<file path="config.mk">
export PLATFORM = sky130hd
export DESIGN_NAME = alu_operand_ctrl
export DESIGN_NICKNAME = d
export VERILOG_FILES = /design/src/rtl/alu_operand_ctrl_pkg.sv /design/src/rtl/alu_operand_ctrl_tag_stage.sv /design/src/rtl/alu_operand_ctrl.sv
export SDC_FILE = /design/constraint.sdc
export NUM_CORES = 1
export LEC_CHECK = 0
export CORE_UTILIZATION = 45
export CTS_CLUSTER_DIAMETER = 100
export DETAILED_ROUTE_END_ITERATION = 7
export GPL_TIMING_DRIVEN = 0
export PLACE_DENSITY = 0.73
export SKIP_LAST_GASP = 1
export SLEW_MARGIN = 20
export SYNTH_ARGS = -nofsm -noshare
export SYNTH_HDL_FRONTEND = slang
export SYNTH_HIERARCHICAL = 1
export SYNTH_SLANG_ARGS = --single-unit
</file>
<file path="constraint.sdc">
create_clock -name clk -period 3 [get_ports clk]
set_input_delay 0.6 -clock clk [delete_from_list [all_inputs] [get_ports clk]]
set_output_delay 0.6 -clock clk [all_outputs]
set_load 0.05 [all_outputs]
</file>
<file path="src/rtl/alu_operand_ctrl_pkg.sv">
// Shared encodings and helpers for the EX-stage operand controller.
// Holds the AluSrc and forwarding-select codes plus the forwarding priority function.
package alu_operand_ctrl_pkg;

    localparam logic [1:0] ALUSRC_R     = 2'b00;
    localparam logic [1:0] ALUSRC_I     = 2'b01;
    localparam logic [1:0] ALUSRC_ILL   = 2'b10;
    localparam logic [1:0] ALUSRC_SHIFT = 2'b11;

    localparam logic [1:0] FWD_NONE = 2'b00;
    localparam logic [1:0] FWD_MEM  = 2'b01;
    localparam logic [1:0] FWD_WB   = 2'b10;

    // The youngest producer wins. An EX producer is seen in MEM next cycle, so it selects FWD_MEM.
    // A load in EX never reaches this function on a matching source, because that case stalls.
    function automatic logic [1:0] fwd_sel(
        input logic       need,
        input logic [4:0] src,
        input logic       ex_hit_ok,
        input logic [4:0] ex_reg,
        input logic       mem_hit_ok,
        input logic [4:0] mem_reg
    );
        logic [1:0] sel;
        sel = FWD_NONE;
        if (need && ex_hit_ok && ex_reg == src)
            sel = FWD_MEM;
        else if (need && mem_hit_ok && mem_reg == src)
            sel = FWD_WB;
        return sel;
    endfunction

endpackage

</file>
<file path="src/rtl/alu_operand_ctrl_tag_stage.sv">
// One stage of the destination-register tag pipeline.
// A bubble load clears the stage, so a bubble never claims a register write.
module hazard_tag_stage #(
    parameter int REG_ADDR_W = 5
) (
    input  logic                  clk,
    input  logic                  rst,
    input  logic                  i_bubble,
    input  logic                  i_valid,
    input  logic                  i_wr_en,
    input  logic                  i_is_load,
    input  logic [REG_ADDR_W-1:0] i_wr_reg,
    output logic                  o_valid,
    output logic                  o_wr_en,
    output logic                  o_is_load,
    output logic [REG_ADDR_W-1:0] o_wr_reg
);

    always_ff @(posedge clk) begin
        if (rst || i_bubble) begin
            o_valid   <= 1'b0;
            o_wr_en   <= 1'b0;
            o_is_load <= 1'b0;
            o_wr_reg  <= '0;
        end else begin
            o_valid   <= i_valid;
            o_wr_en   <= i_wr_en;
            o_is_load <= i_is_load;
            o_wr_reg  <= i_wr_reg;
        end
    end

endmodule

</file>
<file path="src/rtl/alu_operand_ctrl.sv">
// EX-stage operand controller: registers AluSrc, generates forwarding selects and
// detects load-use hazards against a shadow EX/MEM/WB destination-tag pipeline.
module alu_operand_ctrl
    import alu_operand_ctrl_pkg::*;
#(
    parameter int REG_ADDR_W  = 5,
    parameter int STALL_CNT_W = 16
) (
    input  logic                   clk,
    input  logic                   rst,
    input  logic                   id_valid,
    input  logic [1:0]             id_alu_src,
    input  logic [REG_ADDR_W-1:0]  id_rs,
    input  logic [REG_ADDR_W-1:0]  id_rt,
    input  logic                   id_wr_en,
    input  logic [REG_ADDR_W-1:0]  id_wr_reg,
    input  logic                   id_is_load,
    input  logic                   flush,
    output logic                   stall,
    output logic                   ex_valid,
    output logic [1:0]             ex_alu_src,
    output logic [1:0]             ex_fwd_a,
    output logic [1:0]             ex_fwd_b,
    output logic                   ex_illegal,
    output logic [STALL_CNT_W-1:0] stall_count
);

    logic                  w_ex_wr_en, w_ex_is_load;
    logic [REG_ADDR_W-1:0] w_ex_wr_reg;
    logic                  w_mem_valid, w_mem_wr_en, w_mem_is_load;
    logic [REG_ADDR_W-1:0] w_mem_wr_reg;
    logic                  w_wb_valid, w_wb_wr_en, w_wb_is_load;
    logic [REG_ADDR_W-1:0] w_wb_wr_reg;

    logic                  w_use_a, w_use_b, w_need_a, w_need_b;
    logic [REG_ADDR_W-1:0] w_src_a;
    logic                  w_ex_load_hit, w_ex_fwd_ok, w_mem_fwd_ok;
    logic                  w_bubble;
    logic [1:0]            w_fwd_a, w_fwd_b;

    always_comb begin
        w_use_a = 1'b0;
        w_use_b = 1'b0;
        w_src_a = id_rs;
        case (id_alu_src)
            ALUSRC_R:     begin w_use_a = 1'b1; w_use_b = 1'b1; end
            ALUSRC_I:     w_use_a = 1'b1;
            ALUSRC_SHIFT: begin w_use_a = 1'b1; w_src_a = id_rt; end
            default:      ;
        endcase
    end

    // Register 0 is hardwired, so it never creates a dependency.
    assign w_need_a = w_use_a && (w_src_a != '0);
    assign w_need_b = w_use_b && (id_rt != '0);

    assign w_ex_load_hit = ex_valid && w_ex_wr_en && w_ex_is_load &&
                           ((w_need_a && w_ex_wr_reg == w_src_a) ||
                            (w_need_b && w_ex_wr_reg == id_rt));
    assign stall    = id_valid && !flush && w_ex_load_hit;
    assign w_bubble = !id_valid || flush || stall;

    assign w_ex_fwd_ok  = ex_valid && w_ex_wr_en && !w_ex_is_load;
    assign w_mem_fwd_ok = w_mem_valid && w_mem_wr_en;
    assign w_fwd_a = fwd_sel(w_need_a, w_src_a, w_ex_fwd_ok, w_ex_wr_reg, w_mem_fwd_ok, w_mem_wr_reg);
    assign w_fwd_b = fwd_sel(w_need_b, id_rt, w_ex_fwd_ok, w_ex_wr_reg, w_mem_fwd_ok, w_mem_wr_reg);

    hazard_tag_stage #(.REG_ADDR_W(REG_ADDR_W)) u_ex_tag (
        .clk(clk), .rst(rst), .i_bubble(w_bubble),
        .i_valid(1'b1), .i_wr_en(id_wr_en), .i_is_load(id_is_load), .i_wr_reg(id_wr_reg),
        .o_valid(ex_valid), .o_wr_en(w_ex_wr_en), .o_is_load(w_ex_is_load), .o_wr_reg(w_ex_wr_reg)
    );

    hazard_tag_stage #(.REG_ADDR_W(REG_ADDR_W)) u_mem_tag (
        .clk(clk), .rst(rst), .i_bubble(1'b0),
        .i_valid(ex_valid), .i_wr_en(w_ex_wr_en), .i_is_load(w_ex_is_load), .i_wr_reg(w_ex_wr_reg),
        .o_valid(w_mem_valid), .o_wr_en(w_mem_wr_en), .o_is_load(w_mem_is_load), .o_wr_reg(w_mem_wr_reg)
    );

    // WB producers need no forwarding (write-before-read regfile); the stage tracks retirement only.
    hazard_tag_stage #(.REG_ADDR_W(REG_ADDR_W)) u_wb_tag (
        .clk(clk), .rst(rst), .i_bubble(1'b0),
        .i_valid(w_mem_valid), .i_wr_en(w_mem_wr_en), .i_is_load(w_mem_is_load), .i_wr_reg(w_mem_wr_reg),
        .o_valid(w_wb_valid), .o_wr_en(w_wb_wr_en), .o_is_load(w_wb_is_load), .o_wr_reg(w_wb_wr_reg)
    );

    always_ff @(posedge clk) begin
        if (rst || w_bubble) begin
            ex_alu_src <= ALUSRC_R;
            ex_fwd_a   <= FWD_NONE;
            ex_fwd_b   <= FWD_NONE;
            ex_illegal <= 1'b0;
        end else begin
            ex_alu_src <= id_alu_src;
            ex_fwd_a   <= w_fwd_a;
            ex_fwd_b   <= w_fwd_b;
            ex_illegal <= (id_alu_src == ALUSRC_ILL);
        end
    end

    always_ff @(posedge clk) begin
        if (rst)
            stall_count <= '0;
        else if (stall && stall_count != '1)
            stall_count <= stall_count + 1'b1;
    end

endmodule

</file>
# [After elaboration in Yosys (flattened, before gate mapping)]
# Index checks and enable logic that the tools add are counted.
[op_classes] add_sub_neg=1 n_eq_ne=8 mux=8 n_reduce_logical=33
[ops] cell="$eq A5 B5 Y1" n=4
[ops] cell="$logic_and A1 B1 Y1" n=20
[ops] cell="$add A16 B1 Y16 const B" n=1
[ops] cell="$ne A16 B16 Y1 const B" n=1
[ops] cell="$reduce_bool A5 Y1" n=2
[ops] cell="$mux W1" n=5
[ops] cell="$mux W5" n=1
[ops] cell="$eq A2 B2 Y1 const B" n=2
[ops] cell="$logic_or A1 B1 Y1" n=4
[ops] cell="$mux W2" n=2
[ops] cell="$reduce_or A2 Y1" n=2
[ops] cell="$logic_not A1 Y1" n=3
[ops] cell="$reduce_or A3 Y1" n=1
[ops] cell="$eq A2 B1 Y1 const B" n=1
[ops] cell="$logic_not A2 Y1" n=1
[totals] regBits=38 out_inout_bits=25 elab_cells=64

# [Logic depth before layout (Yosys ltp)]
# Gate-level depths: netlist (run 1).
[depth] ltp_word=11 ltp_mapped=8 depth_no_buf=7

# [Cells and area by module]
# Netlist (run 1), hierarchy kept.
[by_module_without_submodules] mod="alu_operand_ctrl" instances=1 cells_each=185 area_each_um2=1567.8 seq_area_each_um2=460.4
[by_module_without_submodules] mod="hazard_tag_stage" instances=2 cells_each=18 area_each_um2=282.8 seq_area_each_um2=160.2

# [Worst setup path before layout (run 1)]
# OpenSTA, ideal clock, no wires.
[synth_timing] kind="input -> output" startpoint="input port id_rt[0]" endpoint="output port stall" t_arrival_ns=2.513 required_ns=2.400 path_slack_ns=-0.113 stages=6 path_buffers=1 path_cell_list="xor2_1 or4b_1 nor4_2 a31oi_2 buf_2 nor2_1"
[synth_via] elab_chain_len=7 word_cells_on_any_way=12 cone_classes="eq/ne (2); mux (1); reduce/logical (9)"
[synth_rtl] element="start, declared" line_no="alu_operand_ctrl.sv:14" text="input logic [REG_ADDR_W-1:0] id_rt,"
[synth_rtl] element="$mux W5" line_no="alu_operand_ctrl.sv:45" text="case (id_alu_src)"
[synth_rtl] element="$reduce_bool A5 Y1" line_no="alu_operand_ctrl.sv:54" text="assign w_need_a = w_use_a && (w_src_a != '0);"
[synth_rtl] element="$logic_and A1 B1 Y1" line_no="alu_operand_ctrl.sv:54"
[synth_rtl] element="$logic_and A1 B1 Y1" line_no="alu_operand_ctrl.sv:58" text="((w_need_a && w_ex_wr_reg == w_src_a) ||"
[synth_rtl] element="$logic_or A1 B1 Y1 *" line_no="alu_operand_ctrl.sv:58"
[synth_rtl] element="$logic_and A1 B1 Y1 *" line_no="alu_operand_ctrl.sv:57" text="assign w_ex_load_hit = ex_valid && w_ex_wr_en && w_ex_is_load &&"
[synth_rtl] element="$logic_and A1 B1 Y1 *" line_no="alu_operand_ctrl.sv:60" text="assign stall = id_valid && !flush && w_ex_load_hit;"
[synth_rtl] element="end, declared" line_no="alu_operand_ctrl.sv:19" text="output logic stall,"
# Every way passes the cells marked *; elsewhere a longest branch is shown, timed or not.

# [Worst setup path in the final report (run 1)]
[layout_timing] startpoint="input port id_rs[1]" endpoint="output port stall"
[layout_via] elab_chain_len=7 word_cells_on_any_way=8 cone_classes="eq/ne (1); mux (1); reduce/logical (6)"
[layout_rtl] element="start, declared" line_no="alu_operand_ctrl.sv:13" text="input logic [REG_ADDR_W-1:0] id_rs,"
[layout_rtl] element="$mux W5 *" line_no="alu_operand_ctrl.sv:45"
[layout_rtl] element="$reduce_bool A5 Y1" line_no="alu_operand_ctrl.sv:54"
[layout_rtl] element="$logic_and A1 B1 Y1" line_no="alu_operand_ctrl.sv:54"
[layout_rtl] element="$logic_and A1 B1 Y1 *" line_no="alu_operand_ctrl.sv:58"
[layout_rtl] element="$logic_or A1 B1 Y1 *" line_no="alu_operand_ctrl.sv:58"
[layout_rtl] element="$logic_and A1 B1 Y1 *" line_no="alu_operand_ctrl.sv:57"
[layout_rtl] element="$logic_and A1 B1 Y1 *" line_no="alu_operand_ctrl.sv:60"
# Marked as above.

==> results of run 1 <==
## final timing paths
kind	to	slack, ns	depth (start not counted)
max	stall	0.07	8
min	ex_fwd_a[1]	0.49	2
max reg2reg	u_ex_tag/o_wr_reg[4]	0.35	9
min reg2reg	ex_fwd_a[1]	0.49	2
## power groups by stage
stage          registers [uW]  logic (uW)  clock network, uW
6_report                  513         133                539
5_1_grt                   514         144                568
4_1_cts                   513         131                546
3_5_place_dp              525         121                  0
3_3_place_gp              525         121                  0
2_1_floorplan             528        65.6                  0
## cell type report
| type | count | share of cell area [%] |
|---|---|---|
| Buffer | 11 | 2.996 |
| Clock buffer | 6 | 2.866 |
| Clock inverter | 2 | 2.084 |
| Inverter | 4 | 0.5211 |
| Multi-Input combinational cell | 166 | 45.68 |
| Sequential cell | 38 | 26.40 |
| Tap cell | 52 | 2.258 |
| Timing Repair Buffer | 53 | 17.19 |
## worst min-delay path: stages, from the launching register on
cell	delay (ns)
dfxtp_1	0.30
nand3b_1	0.10
nor3_1	0.05
## through the flow
step                setup TNS, ns  utilization [%]
floorplan                       0                -
global placement           -9.428            59.78
detailed placement         -10.28            59.78
CTS                             0            65.16
global route            -0.007210            65.28
finish                          0            65.28
## routing by layer
layer	share of wire, %	up-vias	wire [um]	GRT usage (%)
met5	0	-	0	0
met4	2.0	0	91	8.444
met3	3.8	9	176	3.896
met2	46	52	2131	29.95
met1	48	869	2186	26.07
li1	-	904	-	-
## repair_timing
item                                    in CTS  in global routing
endpoints found under the setup margin      14                  1
buffers inserted                             6                  0
pin swaps                                    8                  3
gates resized for setup                     33                 11
==> results.md, run 1 <==
- Leakage: 0.001017 uW
- Critical path launch point type: primary input
- Dpl cell area: between 2000 and 3000 sq um
- Tmin final: 2.926 ns
- Via density: 5.524
- Antenna Nets Post-Route: 0
- Final setup skew: roughly 0.0031 ns
- CP Capture Type: output port
- H-tree Lvls: 2
- Number of detailed-route iterations in the first pass: 4
- Commonest cells after routing, fill and taps aside: 38 x dfxtp_1, 36 x clkdlybuf4s50_1, 16 x nor2_1
- Worst setup slack after layout: 0.07444 ns
- Min-Delay Path Class: register to register
- Share of layout cells above drive strength 1: 22.14%
- DP Worst Slack: -1.165 ns
- Critical path, cell by cell: clkdlybuf4s50_1 -> or4_1 -> o21bai_2 -> o21ai_2 -> a31oi_4 -> buf_6 -> nor2_4 -> buf_6
- Worst vdd ir: 0.0002028 V
- Die Footprint: 4946 sq um
- First-pass GRT wire length: ~7700 um
- Final hold vios: 0
- Final worst-path cycle share: 97.52%
- Grt ovf: 0
- Yosys warning count: 6
- Post-synthesis net count: ~240
- Most common cell after layout, fill and taps aside: dfxtp_1
- Data required time at the worst endpoint: 2.40 ns
- Clk pwr share: 45.5%
- Gate Count Post-Synth: 219
- DR iter-0 viols: 106
- Largest register FFs: 16
- Netlist Area Pre-Place: ~2100 sq um
- CTS buffer count: 5
- RR Startpoint: u_ex_tag/o_wr_reg[0]
- Vias in the first global route: 1662
- Seq pwr share: 43.3%
- Worst EP arrival: roughly 2.3 ns
- Initial Util: 47.59%
- Internal Power: around 930 uW
- Dpl cells: 318
- Fin cells: between 300 and 400
- Filler cells: 374
- Routed WL: around 4600 um
- Residual DRC: 0
- Power Density: 411.4 nW/um^2
- Largest net degree at the start of global routing: 13
- Slew HR: 62.42%
- Final setup violation count: 0
- Max Fclk: 341.8 MHz
- Area occupied by multi-input gates: roughly 1300 sq um
- Register Area: 760.7 sq um
- Final Max Tran Viols: 0
- Fin area: 2882 sq um
- Crit-path most repeated cell: buf_6
- Total clock sinks: 38
- Dpl hpwl: 3285 um
- Worst-skew pair later-pin latency: 0.29 ns
- Die W: 70.33 um
- Die Ht: between 70 and 80 um
- Final Net Count: 303
- Family with the most delay on the worst path: buffers and inverters
- Clock-pin transition on the worst setup and hold timing paths: 0.07 ns
- Total power: between 1000 and 1500 uW
- GP Congestion: just under 0.9
- Bufs and invs on worst path: 3
- CTS root buf: clkbuf_8
- Antenna Cells: 0
- Crit Path Class: primary input to output port
- Hold Startpoint: u_mem_tag/o_wr_en
- Buffers added on ports: 47
- Area grow syn2layout: 37.16%
- Bufs on Longest Clock Path: 2
- Worst Hold Slack: 0.4890 ns
- Vias post-DR: about 1800
- I/O pin count: 48
- GRT Total Usage: 19.41%
- Number of max-cap violations: 0
- Share of total power in combinational logic: 11.2%
- Switching pwr: 256.5 uW
- Status: finished clean
- CP max-delay cell: clkdlybuf4s50_1
- FP Rows: 24
- CP peak stage delay: about 0.45 ns
- CP startpoint: id_rs[1]
- Hold buffers post-CTS: 0
- Crit Path Max Fanout: 3
- Wire per inst: ~14 um
- Initial antenna violation count: 0
- Syn_area_per_cell: 9.593 sq um
- Worst Tran Pin Value: 0.5594 ns
- Core ar.: 4414 sq um
- CTS tree: built
- Switching part of the total power: 21.64%
No activity file was read; power rests on OpenSTA's default activity.
==> run 2, diff against run 1 <==
CORE_UTILIZATION = 50   (was 45)
CTS_CLUSTER_DIAMETER = 80   (was 100)
PLACE_DENSITY = 0.79   (was 0.73)
==> run 2 against run 1 <==
Against the previous run: cell area down 1.5%; worst setup slack worse by 0.012 ns; via count down 3.4%; highest routed layer unchanged; critical endpoint unchanged; sequential share of layout area up 0.40 points; clock skew up 0.0018 ns; combinational power about the same; total power down 9.2%; sequential power about the same; largest power group is now registers; flip-flop and latch count unchanged; critical path depth unchanged.
==> results.md, run 2 (synthesis results as in run 1) <==
- Crit Path Class: primary input to output port (unchanged)
- Routed WL: 4411 um (was 4585 um)
- Final worst-path cycle share: 97.93% (was 97.52%)
- GP Congestion: 0.8650 (was 0.8749)
- Status: finished clean (unchanged)
- Antenna Cells: 0 (unchanged)
- Dpl hpwl: 3250 um (was 3285 um)
- Worst setup slack after layout: 0.06211 ns (was 0.07444 ns)
- Worst Hold Slack: 0.4769 ns (was 0.4890 ns)
- Tmin final: 2.938 ns (was 2.926 ns)
- Core ar.: 4029 sq um (was 4414 sq um)
- Buffers added on ports: 47 (unchanged)
- Filler cells: 317 (was 374)
- First-pass GRT wire length: 7203 um (was 7679 um)
- CP startpoint: id_rt[0] (was id_rs[1])
- Worst-skew pair later-pin latency: 0.29 ns (about the same)
- Worst vdd ir: 0.0002332 V (was 0.0002028 V)
- Leakage: 0.001010 uW (was 0.001017 uW)
- CTS tree: built (unchanged)
- RSZ-0062 raised after global routing: false
- Switching pwr: 256.8 uW (was 256.5 uW)
- CP peak stage delay: 0.56 ns (was 0.45 ns)
- Residual DRC: 0 (unchanged)
- Largest register FFs: 16 (unchanged)
- Worst r2r path cells: 8 (was 9)
- Critical path launch point type: primary input (unchanged)
- Levels on crit path: 8 (unchanged)
- Number of max-cap violations: 0 (unchanged)
- Final Core Density: 70.47% (was 65.28%)
- CTS root buf: clkbuf_8 (unchanged)
- Clock-pin transition on the worst setup and hold timing paths: 0.08 ns (was 0.07 ns)
- Slew HR: 59.95% (was 62.42%)
- Crit-path most repeated cell: buf_6 (unchanged)
- Wire per inst: 13.45 um (was 13.81 um)
- Dpl cells: 316 (was 318)
- CTS buffer count: 5 (unchanged)
- FP Rows: 23 (was 24)
- CP Capture Type: output port (unchanged)
- Final Net Count: 301 (was 303)
- Seq pwr share: 47.7% (was 43.3%)
- Dpl cell area: 2636 sq um (was 2639 sq um)
- Vias in the first global route: 1555 (was 1662)
- Number of detailed-route iterations in the first pass: 4 (unchanged)
- Die W: 66.82 um (was 70.33 um)
- Data required time at the worst endpoint: 2.40 ns (about the same)
- Hold buffers post-CTS: 0 (unchanged)
- Share of layout cells above drive strength 1: 22.66% (was 22.14%)
- Worst Tran Pin Value: 0.5962 ns (was 0.5594 ns)
- Share of total power in combinational logic: 12.3% (was 11.2%)
- Final Max Tran Viols: 0 (unchanged)
- Die Ht: 66.82 um (was 70.33 um)
- DP Worst Slack: -1.134 ns (was -1.165 ns)
- Initial antenna violation count: 0 (unchanged)
- Worst setup endpoint: stall (unchanged)
- Via density: 5.402 (was 5.524)
- Bufs on Longest Clock Path: 2 (unchanged)
- Critical path, cell by cell: clkbuf_2 -> xor2_1 -> or4b_4 -> nor4_4 -> a31oi_4 -> buf_6 -> nor2_2 -> buf_6 (was clkdlybuf4s50_1 -> or4_1 -> o21bai_2 -> o21ai_2 -> a31oi_4 -> buf_6 -> nor2_4 -> buf_6)
- Area grow syn2layout: 35.14% (was 37.16%)
- Vias post-DR: 1772 (was 1834)
- Crit Path Max Fanout: 6 (was 3)
- Initial Util: 52.14% (was 47.59%)
- Clk pwr share: 39.9% (was 45.5%)
- Fin cells: 328 (was 332)
- DR iter-0 viols: 106 (unchanged)
- Die Footprint: 4465 sq um (was 4946 sq um)
- CP max-delay cell: or4b_4 (was clkdlybuf4s50_1)
- Largest net degree at the start of global routing: 13 (unchanged)
- Antenna Nets Post-Route: 0 (unchanged)
- Min-Delay Path Class: register to register (unchanged)
- Most common cell after layout, fill and taps aside: dfxtp_1 (unchanged)
- I/O pin count: 48 (unchanged)
- R2r endpoint: stall_count[11] (was u_ex_tag/o_wr_reg[4])
- Grt ovf: 0 (unchanged)
- Commonest cells after routing, fill and taps aside: 38 x dfxtp_1, 36 x clkdlybuf4s50_1, 16 x nor2_1 (unchanged)
- GRT Total Usage: 21.46% (was 19.41%)
- Fin area: 2839 sq um (was 2882 sq um)
- Worst EP arrival: 2.34 ns (was 2.33 ns)
- Final setup skew: 0.004924 ns (was 0.003139 ns)
- Max Fclk: 340.4 MHz (was 341.8 MHz)
- Final setup violation count: 0 (unchanged)
- Switching part of the total power: 23.87% (was 21.64%)
- Reg2Reg Setup Slack: 0.34 ns (was 0.35 ns)
- Power Density: 379.1 nW/um^2 (was 411.4 nW/um^2)
- Internal Power: 819.4 uW (was 929.1 uW)
- Bufs and invs on worst path: 3 (unchanged)
- Final hold vios: 0 (unchanged)
- H-tree Lvls: 2 (unchanged)
- RR Startpoint: u_ex_tag/o_wr_reg[0] (unchanged)
- Family with the most delay on the worst path: simple AND/OR/NAND/NOR gates (was buffers and inverters)
- Total clock sinks: 38 (unchanged)
run 2: power by group through the flow:
| stage | sequential, uW | clock, uW | combinational [uW] |
|---|---|---|---|
| after CTS | 513 | 437 | 131 |
| after floorplan | 528 | 0 | 65.6 |
| final | 513 | 430 | 133 |
| after global routing | 514 | 459 | 143 |
| after detailed placement | 525 | 0 | 121 |
| after global placement | 525 | 0 | 120 |
run 2: layout make-up:
class | instances | area [sq um] | area share [%]
tap | 50 | 62.56 | 2.204
sequential | 38 | 760.7 | 26.80
clock inverter | 3 | 40.04 | 1.410
clock buffer | 5 | 68.82 | 2.424
buffer | 11 | 86.33 | 3.041
inverter | 4 | 15.01 | 0.5289
timing repair buffer | 51 | 485.5 | 17.10
multi-input combinational | 166 | 1320 | 46.50
run 2: how the worst min path moves through the flow:
stage | start | endpoint | slack [ns] | cells past startpoint
finish | u_mem_tag/o_wr_en | ex_fwd_a[1] | 0.48 | 2
global route | u_mem_tag/o_wr_en | ex_fwd_a[1] | 0.49 | 2
CTS | u_mem_tag/o_wr_en | ex_fwd_a[1] | 0.47 | 2
detailed placement | u_mem_tag/o_valid | ex_fwd_a[1] | 0.47 | 2
global placement | u_mem_tag/o_valid | ex_fwd_a[1] | 0.46 | 2
floorplan | u_mem_tag/o_valid | ex_fwd_a[1] | 0.45 | 2
run 2: metal layers:
layer,up-vias,GRT usage [%],wire length (um)
li1,904,-,-
met1,830,28.45,2139
met2,34,34.09,2093
met3,4,4.110,123
met4,0,7.979,54
met5,-,0,0
run 2: timing repair:
action                                 CTS  global route
pin swaps                                8             3
endpoints found under the hold margin    0             0
setup endpoints to repair               13             1
buffers inserted                         3             1
gates resized for setup                 32            10
run 2: worst reg2reg max path: cells and delay by family, from the launching register on:
family,cells,cell delay [ns]
compound gates,1,0.07
xor+xnor,1,0.10
buf+inv,2,0.30
flops,1,0.46
mux,1,0.35
simple gates,3,1.27
run 2: metrics by stage:
stage               TNS [ns]  total power [uW]
floorplan                  0             593.8
global placement      -8.683             644.9
detailed placement    -9.110             646.2
CTS                        0              1081
global route               0              1116
finish                     0              1076
